### config.mk
export PLATFORM = sky130hd
export DESIGN_NAME = eigen_recompose
export DESIGN_NICKNAME = d
export VERILOG_FILES = /design/src/rtl/eigen_pkg.sv /design/src/rtl/eigen_recompose_fx_mac.sv /design/src/rtl/eigen_recompose.sv
export SDC_FILE = /design/constraint.sdc
export NUM_CORES = 2
export LEC_CHECK = 0
export CORE_MARGIN = 4
export CORE_UTILIZATION = 40
export DETAILED_ROUTE_END_ITERATION = 10
export GPL_ROUTABILITY_DRIVEN = 0
export PLACE_DENSITY_LB_ADDON = 0.15
export SYNTH_ARGS = -nofsm -noshare
export SYNTH_HDL_FRONTEND = slang
export SYNTH_SLANG_ARGS = --single-unit
### constraint.sdc
create_clock -name clk -period 71.7 [get_ports clk]
set_input_delay 21.51 -clock clk [delete_from_list [all_inputs] [get_ports clk]]
set_output_delay 21.51 -clock clk [all_outputs]
set_load 0.01 [all_outputs]
### src/rtl/eigen_pkg.sv
// Shared definitions for the eigen decompose/recompose engines.
// Holds default widths, the controller state encoding and the fixed-point
// helpers. Helpers operate on 64-bit signed values so they serve any
// WIDTH/FRAC/ACC_W combination whose intermediates fit in 64 bits.
package eigen_pkg;

  localparam int unsigned WIDTH_DEF = 16;
  localparam int unsigned N_DEF     = 4;
  localparam int unsigned FRAC_DEF  = 8;

  typedef enum logic [1:0] {
    IDLE,
    MAC,
    WRITE
  } state_e;

  // Full-precision product, then arithmetic shift (floor toward -inf).
  function automatic logic signed [63:0] fx_mul(input logic signed [63:0] a,
                                                input logic signed [63:0] b,
                                                input int unsigned        frac);
    logic signed [63:0] prod;
    prod = a * b;
    return prod >>> frac;
  endfunction

  // Clamp to the signed range of a width-bit word.
  function automatic logic signed [63:0] sat_to_width(input logic signed [63:0] acc,
                                                      input int unsigned        width);
    logic signed [63:0] hi;
    logic signed [63:0] lo;
    hi = (64'sd1 <<< (width - 1)) - 64'sd1;
    lo = -(64'sd1 <<< (width - 1));
    if (acc > hi) begin
      return hi;
    end else if (acc < lo) begin
      return lo;
    end
    return acc;
  endfunction

endpackage

### src/rtl/eigen_recompose_fx_mac.sv
// Fixed-point multiply-accumulate for one matrix element.
// Each enabled cycle adds ((q_rk*q_ck)>>>FRAC)*lambda>>>FRAC to the
// accumulator. Ports:
//   clk, rst        clock, async active-high reset
//   i_clr           clear accumulator (wins over i_en)
//   i_en            accumulate one term
//   i_q_rk, i_q_ck  eigenvector entries Q[r][k], Q[c][k]
//   i_lambda        eigenvalue k
//   o_result        accumulator saturated to WIDTH bits
module fx_mac
  import eigen_pkg::*;
#(
  parameter int unsigned WIDTH = WIDTH_DEF,
  parameter int unsigned FRAC  = FRAC_DEF,
  parameter int unsigned ACC_W = 2 * WIDTH + 4
) (
  input  logic                    clk,
  input  logic                    rst,
  input  logic                    i_clr,
  input  logic                    i_en,
  input  logic signed [WIDTH-1:0] i_q_rk,
  input  logic signed [WIDTH-1:0] i_q_ck,
  input  logic signed [WIDTH-1:0] i_lambda,
  output logic signed [WIDTH-1:0] o_result
);

  logic signed [63:0]      w_q_rk_ext;
  logic signed [63:0]      w_q_ck_ext;
  logic signed [63:0]      w_lambda_ext;
  logic signed [63:0]      w_acc_ext;
  logic signed [63:0]      w_p;
  logic signed [63:0]      w_t;
  logic signed [63:0]      w_sat;
  logic signed [ACC_W-1:0] r_acc;

  always_comb begin
    w_q_rk_ext   = $signed({{(64 - WIDTH){i_q_rk[WIDTH-1]}}, i_q_rk});
    w_q_ck_ext   = $signed({{(64 - WIDTH){i_q_ck[WIDTH-1]}}, i_q_ck});
    w_lambda_ext = $signed({{(64 - WIDTH){i_lambda[WIDTH-1]}}, i_lambda});
    w_acc_ext    = $signed({{(64 - ACC_W){r_acc[ACC_W-1]}}, r_acc});
    w_p          = fx_mul(w_q_rk_ext, w_q_ck_ext, FRAC);
    w_t          = fx_mul(w_p, w_lambda_ext, FRAC);
    w_sat        = sat_to_width(w_acc_ext, WIDTH);
  end

  always_ff @(posedge clk or posedge rst) begin
    if (rst) begin
      r_acc <= '0;
    end else if (i_clr) begin
      r_acc <= '0;
    end else if (i_en) begin
      r_acc <= r_acc + $signed(w_t[ACC_W-1:0]);
    end
  end

  assign o_result = w_sat[WIDTH-1:0];

  // Upper bits are redundant sign copies once the term/clamp is in range.
  logic w_unused_hi;
  assign w_unused_hi = ^{w_sat[63:WIDTH], w_t[63:ACC_W]};

endmodule

### src/rtl/eigen_recompose.sv
// Rebuilds A = Q * diag(lambda) * Q^T using one time-multiplexed MAC.
// Walks the upper triangle pair by pair: N MAC cycles then one WRITE that
// stores the saturated sum into both mirrored positions.
// Ports:
//   clk, rst      clock, async active-high reset
//   start         request, honoured only in IDLE
//   eigenvectors  packed Q, row-major, element r*N+c
//   eigenvalues   packed D, row-major, only the diagonal is used
//   busy          high from start-accept until done
//   done          one-cycle pulse when matrix is coherent
//   matrix        reconstructed A, row-major
module eigen_recompose
  import eigen_pkg::*;
#(
  parameter int unsigned WIDTH    = WIDTH_DEF,
  parameter int unsigned N_STOCKS = N_DEF,
  parameter int unsigned FRAC     = FRAC_DEF,
  parameter int unsigned ACC_W    = 2 * WIDTH + 4
) (
  input  logic                               clk,
  input  logic                               rst,
  input  logic                               start,
  input  logic [N_STOCKS*N_STOCKS*WIDTH-1:0] eigenvectors,
  input  logic [N_STOCKS*N_STOCKS*WIDTH-1:0] eigenvalues,
  output logic                               busy,
  output logic                               done,
  output logic [N_STOCKS*N_STOCKS*WIDTH-1:0] matrix
);

  localparam int unsigned IW = (N_STOCKS > 1) ? $clog2(N_STOCKS) : 1;
  localparam logic [IW-1:0] LAST_IDX = IW'(N_STOCKS - 1);

  state_e r_state;
  state_e w_state_next;

  logic signed [WIDTH-1:0] r_q      [N_STOCKS][N_STOCKS];
  logic signed [WIDTH-1:0] r_lambda [N_STOCKS];
  logic        [WIDTH-1:0] r_mat    [N_STOCKS][N_STOCKS];
  logic signed [WIDTH-1:0] w_q_in   [N_STOCKS][N_STOCKS];
  logic signed [WIDTH-1:0] w_lam_in [N_STOCKS];

  logic [IW-1:0] r_r;
  logic [IW-1:0] r_c;
  logic [IW-1:0] r_k;
  logic          r_busy;
  logic          r_done;

  logic w_accept;
  logic w_mac_en;
  logic w_mac_clr;
  logic w_write;
  logic w_last_k;
  logic w_last_pair;

  logic signed [WIDTH-1:0] w_result;

  // Unpack inputs; only the diagonal of the eigenvalue matrix is kept.
  for (genvar gr = 0; gr < N_STOCKS; gr++) begin : g_unpack_row
    for (genvar gc = 0; gc < N_STOCKS; gc++) begin : g_unpack_col
      assign w_q_in[gr][gc] = eigenvectors[(gr*N_STOCKS+gc)*WIDTH +: WIDTH];
      assign matrix[(gr*N_STOCKS+gc)*WIDTH +: WIDTH] = r_mat[gr][gc];
    end
    assign w_lam_in[gr] = eigenvalues[(gr*N_STOCKS+gr)*WIDTH +: WIDTH];
  end

  logic w_unused_evals;
  assign w_unused_evals = ^eigenvalues;

  assign w_last_k    = (r_k == LAST_IDX);
  assign w_last_pair = (r_r == LAST_IDX) && (r_c == LAST_IDX);

  // State register.
  always_ff @(posedge clk or posedge rst) begin
    if (rst) begin
      r_state <= IDLE;
    end else begin
      r_state <= w_state_next;
    end
  end

  // Next-state logic.
  always_comb begin
    w_state_next = r_state;
    unique case (r_state)
      IDLE:    if (start) w_state_next = MAC;
      MAC:     if (w_last_k) w_state_next = WRITE;
      WRITE:   w_state_next = w_last_pair ? IDLE : MAC;
      default: w_state_next = IDLE;
    endcase
  end

  // Control strobes.
  always_comb begin
    w_accept  = 1'b0;
    w_mac_en  = 1'b0;
    w_mac_clr = 1'b0;
    w_write   = 1'b0;
    unique case (r_state)
      IDLE: begin
        w_accept  = start;
        w_mac_clr = start;
      end
      MAC:   w_mac_en = 1'b1;
      WRITE: begin
        w_write   = 1'b1;
        w_mac_clr = 1'b1;
      end
      default: ;
    endcase
  end

  // Operand capture, pair/term counters, result storage and status flags.
  always_ff @(posedge clk or posedge rst) begin
    if (rst) begin
      r_r    <= '0;
      r_c    <= '0;
      r_k    <= '0;
      r_busy <= 1'b0;
      r_done <= 1'b0;
      for (int i = 0; i < N_STOCKS; i++) begin
        r_lambda[i] <= '0;
        for (int j = 0; j < N_STOCKS; j++) begin
          r_q[i][j]   <= '0;
          r_mat[i][j] <= '0;
        end
      end
    end else begin
      r_done <= 1'b0;
      if (w_accept) begin
        r_q      <= w_q_in;
        r_lambda <= w_lam_in;
        r_r      <= '0;
        r_c      <= '0;
        r_k      <= '0;
        r_busy   <= 1'b1;
      end
      if (w_mac_en && !w_last_k) begin
        r_k <= r_k + 1'b1;
      end
      if (w_write) begin
        r_mat[r_r][r_c] <= w_result;
        r_mat[r_c][r_r] <= w_result;
        r_k             <= '0;
        if (r_c == LAST_IDX) begin
          r_r <= r_r + 1'b1;
          r_c <= r_r + 1'b1;
        end else begin
          r_c <= r_c + 1'b1;
        end
        if (w_last_pair) begin
          r_busy <= 1'b0;
          r_done <= 1'b1;
        end
      end
    end
  end

  fx_mac #(
    .WIDTH (WIDTH),
    .FRAC  (FRAC),
    .ACC_W (ACC_W)
  ) u_fx_mac (
    .clk      (clk),
    .rst      (rst),
    .i_clr    (w_mac_clr),
    .i_en     (w_mac_en),
    .i_q_rk   (r_q[r_r][r_k]),
    .i_q_ck   (r_q[r_c][r_k]),
    .i_lambda (r_lambda[r_k]),
    .o_result (w_result)
  );

  assign busy = r_busy;
  assign done = r_done;

endmodule

==> results.toml <==
[final_layout]
fillers = 11925
layout-drive-gt1-share = 0.140
area_delta_synth_final_pct = 20.4
fin_cells = 7152
nNetsFinal = 6764
post-route-util = 0.486

[yosys]
synth_fa_ha_area_frac = 0.299
synth_area_leaders = "dfrtp_1 (30%), fa_1 (25%), mux2_2 (7.5%)"
synthSimpleGateAreaFrac = 0.0992
synth_top_family_by_area = "adder cells"
ys_seq_elements = 622
yosysTopAreaCell = "dfrtp_1"
synth_compound_area_frac = 0.0632
synth_flop_cell = "dfrtp_1"
syn_inst = 4888
postSynthNetCount = 6257
yosys_warnings = 0
synth-xor-area-share = 0.0201
avgSynthCellArea_um2 = 10.6
muxShareOfSynthArea = 0.143
synthArstFlopShare = 1.00
synth_area_um2 = 51600
yosys.area.top_type_share = 0.302
yosysSeqAreaShare = 0.302
synth-edff-count = 0
yosysUniqueCellTypes = 75

[global_route]
grt_pass1_wl_mm = 259
grt_util_all_layers = 0.256
grt_pass1_vias = 39910
antenna_found_initial = 83
globalRouteOverflowTotal = 0
grt_max_degree = 162

[critical_path]
worst-path-max-fanout = 151
critical_path.startpoint_type = "input pin"
arrival_ns = 26.63
path_class = "in2async"
slowest_delay_ns = 0.82
cp.required_ns = 72.40
crit_path_frequent_cell = "buf_4"
slowest_stage = "buf_4"
end_kind = "asynchronous set/reset pin"
crit_chain = "clkdlybuf4s50_1, inv_8, buf_12, buf_4, buf_4, buf_4, buf_4"

[sta]
maxSlewHeadroom = 0.0124
maxSlewViolCount = 0
period_share = 0.362
max_freq_mhz = 38.6
period_minus_slack_ns = 25.93
hold_viol = 0
setup_tns_ns = 0
worstMarginPinSlew_ns = 1.47
setup_viol = 0
grt_setup_unrepaired = "no"
worst_clock_skew_ns = 0.0798

[place]
dp_hpwl_mm = 133
dpl.cell_count = 6980
numPortBuffers = 580

[floorplanning]
io_pins = 773
rows = 131
initial_core_util = 0.404
coreArea_um2 = 128000
die_area_um2 = 135000
die_w_um = 367
die_h_um = 367

[cts]
cts_max_level = 3
clkTransAtPathRegs_ns = 0.06
hold_buffers = 0
post_cts_buffers = 0
numCtsBuffers = 75
cts_tree = "done"
numClockSinks = 622
clock-root-buffer = "clkbuf_16"
post_cts_resized = 0
clock_latency_ns = 0.72
clk_path_buf_depth = 3

[route]
vias = 37551
drt-vias-per-instance = 5.25
ant_nets = 0
initialDrtViolationCount = 2474
drt-total-wl_mm = 169
wl_per_cell_um = 23.7
route.detailed.drc = 0
dr.pass1.iters = 7

[flow_run]
drv_cap = 0

[run_status]
status = "finished clean"

[min_path]
hold_path.class = "reg2reg"
[layer usage]
layer / vias to the layer above / share of wire / global-route usage
met3: 251 / 0.097 / 0.0876
met1: 19430 / 0.43 / 0.349
met2: 1082 / 0.45 / 0.396
li1: 16708 / - / -
met5: - / 0.0029 / 0
met4: 80 / 0.023 / 0.0575
[cell type report]
type | count | area [µm²] | area share
inverter | 773 | 2910 | 0.0468
clock inverter | 34 | 434 | 0.00698
antenna | 32 | 80.1 | 0.00129
timing repair buffer | 663 | 6450 | 0.104
tap | 1662 | 2080 | 0.0335
sequential | 622 | 15600 | 0.251
multi-input combinational | 3260 | 32400 | 0.521
clock buffer | 106 | 2200 | 0.0355
[Yosys cell counts (all sizes together) (34+ instances only)]
cell,count
a21oi,268
dfrtp,622
nor2,539
nor2b,34
xnor2,75
mux4,147
a21o,37
fa,635
o21ai,160
nand2b,61
and2,38
nand2,450
mux2,343
clkbuf,200
xor2,40
inv,773
ha,219
[cells by family after synthesis]
group | Yosys count
compound gates | 563
buf+inv | 1006
mux | 510
xor+xnor | 115
fa+ha+maj | 854
flops | 622
simple gates | 1218
[cells in the final DEF (no fill, tap or decap), types with 33 or more instances in the layout]
cell,count
inv_1,770
fa_1,635
dfrtp_1,616
clkdlybuf4s50_1,580
nor2_1,533
nand2_1,450
mux2_2,343
a21oi_1,252
ha_1,219
mux4_2,147
o21ai_0,140
buf_4,81
clkbuf_16,76
xnor2_1,70
nand2b_1,61
a21o_1,37
xor2_1,37
and2_1,36
nor2b_1,34
nand3_1,33
[state kept, by name, summed over array words and instances (netlist names)]
name / flops
busy: 1
done: 1
matrix: 256
r_c: 2
r_k: 2
r_lambda: 64
r_q: 256
r_r: 2
r_state: 2
u_fx_mac.r_acc: 36
[stage by stage]
stage	cell area, µm²	hold slack, ns	setup slack (ns)
global route	62100	0.499	45.01
finish	62200	0.476	45.77
detailed placement	59400	0.469	44.85
global placement	59400	0.464	44.84
floorplan	51600	0.475	32.77
CTS	62100	0.482	45.57
[worst paths after layout]
kind,to,startpoint,slack (ns),cells past startpoint
max,r_lambda[18]$_DFFE_PP0P_,rst,45.77,7
min,matrix[82]$_DFFE_PP0P_,matrix[82]$_DFFE_PP0P_,0.48,2
max reg2reg,u_fx_mac.r_acc[35]$_DFFE_PP0P_,r_c[0]$_DFFE_PP0P_,53.33,61
min reg2reg,matrix[82]$_DFFE_PP0P_,matrix[82]$_DFFE_PP0P_,0.48,2
max in group clk,r_q[50]$_DFFE_PP0P_,start,46.96,6
min in group asynchronous,matrix[232]$_DFFE_PP0P_,rst,21.32,2
[worst max-delay path: cells and delay by family]
kind                   cells  cell delay (ns)
buffers and inverters      7             4.64
Power is not shown: default switching activity piles up to over one toggle a cycle in this logic, so the estimate is an artifact.
==> RTL edit, RTL diff (same flow settings) <==
Make the reset (`rst`) synchronous in 3 clocked blocks. Comments in the files are not updated.
--- a/src/rtl/eigen_recompose_fx_mac.sv
+++ b/src/rtl/eigen_recompose_fx_mac.sv
@@ -43,7 +43,7 @@
     w_sat        = sat_to_width(w_acc_ext, WIDTH);
   end
 
-  always_ff @(posedge clk or posedge rst) begin
+  always_ff @(posedge clk) begin
     if (rst) begin
       r_acc <= '0;
     end else if (i_clr) begin
--- a/src/rtl/eigen_recompose.sv
+++ b/src/rtl/eigen_recompose.sv
@@ -70,7 +70,7 @@
   assign w_last_pair = (r_r == LAST_IDX) && (r_c == LAST_IDX);
 
   // State register.
-  always_ff @(posedge clk or posedge rst) begin
+  always_ff @(posedge clk) begin
     if (rst) begin
       r_state <= IDLE;
     end else begin
@@ -110,7 +110,7 @@
   end
 
   // Operand capture, pair/term counters, result storage and status flags.
-  always_ff @(posedge clk or posedge rst) begin
+  always_ff @(posedge clk) begin
     if (rst) begin
       r_r    <= '0;
       r_c    <= '0;
Check against the original RTL: not settled (the Yosys comparison gave no result); the edit may change what the design does.
==> RTL edit against the unedited design <==
Wire length grew 2.1%. Highest routed layer unchanged. Setup slack gained 0.84 ns. Non-clock buffer count grew 9. Cell count grew 6.2%. Cell area shrank 1.6%. Synthesized area shrank 0.99%. First-iteration DRC count grew 23%. Sequential cell count is the same.
Power is left out: it rests on default switching activity, and per cell area and clock period it moved more than threefold.
==> RTL edit: results (changes against the unedited design) <==
stage,metric,value,unit,change
layout,nClkBuffers,94,,-11%
synthesis,async_reset_ff_share,0,%,-100 points
cts,cts-buffers-inserted,71,,-5.3%
placement,hpwl,137,mm,+3.3%
synthesis,synthesis.nets,6800,,+8.7%
global_routing,use_met3,5.11,%,-3.6 points
synthesis,synth_cell_types,72,,-4.0%
route,wl,173,mm,+2.1%
global_routing,grtUsageMet1,32.5,%,-2.4 points
status,status,"complete, no violations",,
layout,nonClockBufferCount,672,,+1.4%
global_routing,grt_pass1_wl,257,mm,-0.75%
global_routing,grt_antenna_before_repair,36,,-57%
layout,seq_area_share,24.6,%,-0.50 points
route,dr.first_iter.drc_count,3054,,+23%
critical_path,crit_arrival,25.61,ns,-1.02 ns
global_routing,grt_max_degree,212,,+31%
critical_path,crit_fanout,90,,-40%
layout,diodes,8,,-75%
sta,skew,0.0265,ns,-0.0533 ns
layout,drive_gt1_share,7.19,%,-6.8 points
layout,clk_share,4.00,%,-0.25 points
route,vias,40000,,+6.6%
synthesis,netlist_instances,5430,,+11%
route,route.met2.wl,83.4,mm,+10%
layout,multi_input_area_share,52.9,%,+0.71 points
synthesis,synth_edf_count,256,,+256
route,wl_met3,12.1,mm,-27%
layout,design.seq.count,622,,unchanged
global_routing,grtUsageTotal,25.6,%,about the same
layout,inv_count,733,,-5.2%
route,first_pass_iters,5,,-2
synthesis,synthFlopType,dfxtp_1,,
layout,fin_nets,7256,,+7.3%
layout,fillers,12000,,+0.94%
layout,nonClkBufAreaFrac,10.7,%,+0.28 points
layout,largestRegisters,"r_mat (256), r_q (256), r_lambda (64)",,
placement,post-place-cells,7463,,+6.9%
cts,clk_latency,0.63,ns,-0.09 ns
layout,fin_cells,7598,,+6.2%
global_routing,met2_usage,44.0,%,+4.3 points
synthesis,synth_commonest_cells,"nand2_1, inv_1, fa_1",,
synthesis,netlist_top_cells_area,"fa_1, edfxtp_1, dfxtp_1",,
sta,slew_headroom,15.3,%,+14 points
synthesis,synth_top_cell_by_area,fa_1,,
route,drt-met1-wl,70.5,mm,-3.0%
synthesis,yosysSeqAreaShare,29.4,%,-0.78 points
layout,nMultiInputCombCells,3786,,+16%
critical_path,rr_worst_depth,50,,-18%
route,top_layer,met5,,
==> RTL edit: changes by cell type in the layout (fill, tap and decap cells not counted), moves of 24 or more <==
cell	unedited run	this run
a21oi_1	252	444
dfrtp_1	616	0
dfxtp_1	0	360
diode_2	32	8
edfxtp_1	0	256
inv_1	770	733
mux2_2	343	31
nand2_1	450	1045
nor2_1	533	623
o21ai_0	140	58
==> RTL edit: stage by stage <==
| step | instance area [sq um] | setup WS, ns | hold slack (ns) |
|---|---|---|---|
| floorplan | 51100 | 48.72 | 0.433 |
| global placement | 58700 | 46.09 | 0.440 |
| detailed placement | 58700 | 46.05 | 0.446 |
| CTS | 61200 | 46.68 | 0.454 |
| global route | 61200 | 46.37 | 0.468 |
| finish | 61200 | 46.61 | 0.454 |
==> RTL edit: logic make-up (layout without fill, tap and decap cells) <==
family | count (synthesis) | in the layout | share of synthesized area (%)
AOI/OAI and AO/OA | 708 | 708 | 7.99
xor gates and xnor gates | 128 | 128 | 2.35
muxes | 212 | 212 | 7.68
other | 0 | 8 | 0
DFF | 622 | 622 | 29.4
adders and majority gates | 855 | 855 | 30.3
buffers and inverters | 1022 | 1532 | 7.56
and+or+nand+nor | 1883 | 1883 | 14.8
==> RTL edit: worst paths after layout <==
path | to | slack, ns | from
setup reg to reg | u_fx_mac.r_acc[35] | 53.62 | r_r[0]
setup / recovery | r_q[74] | 46.61 | start
hold reg to reg | r_lambda[27] | 0.45 | r_lambda[27]
hold / removal | r_lambda[27] | 0.45 | r_lambda[27]
==> RTL edit: worst max-delay path: cells and delay by family <==
| family | cells | cell delay, ns |
|---|---|---|
| buf+inv | 4 | 2.91 |
| simple gates | 2 | 0.80 |
| compound gates | 1 | 0.17 |
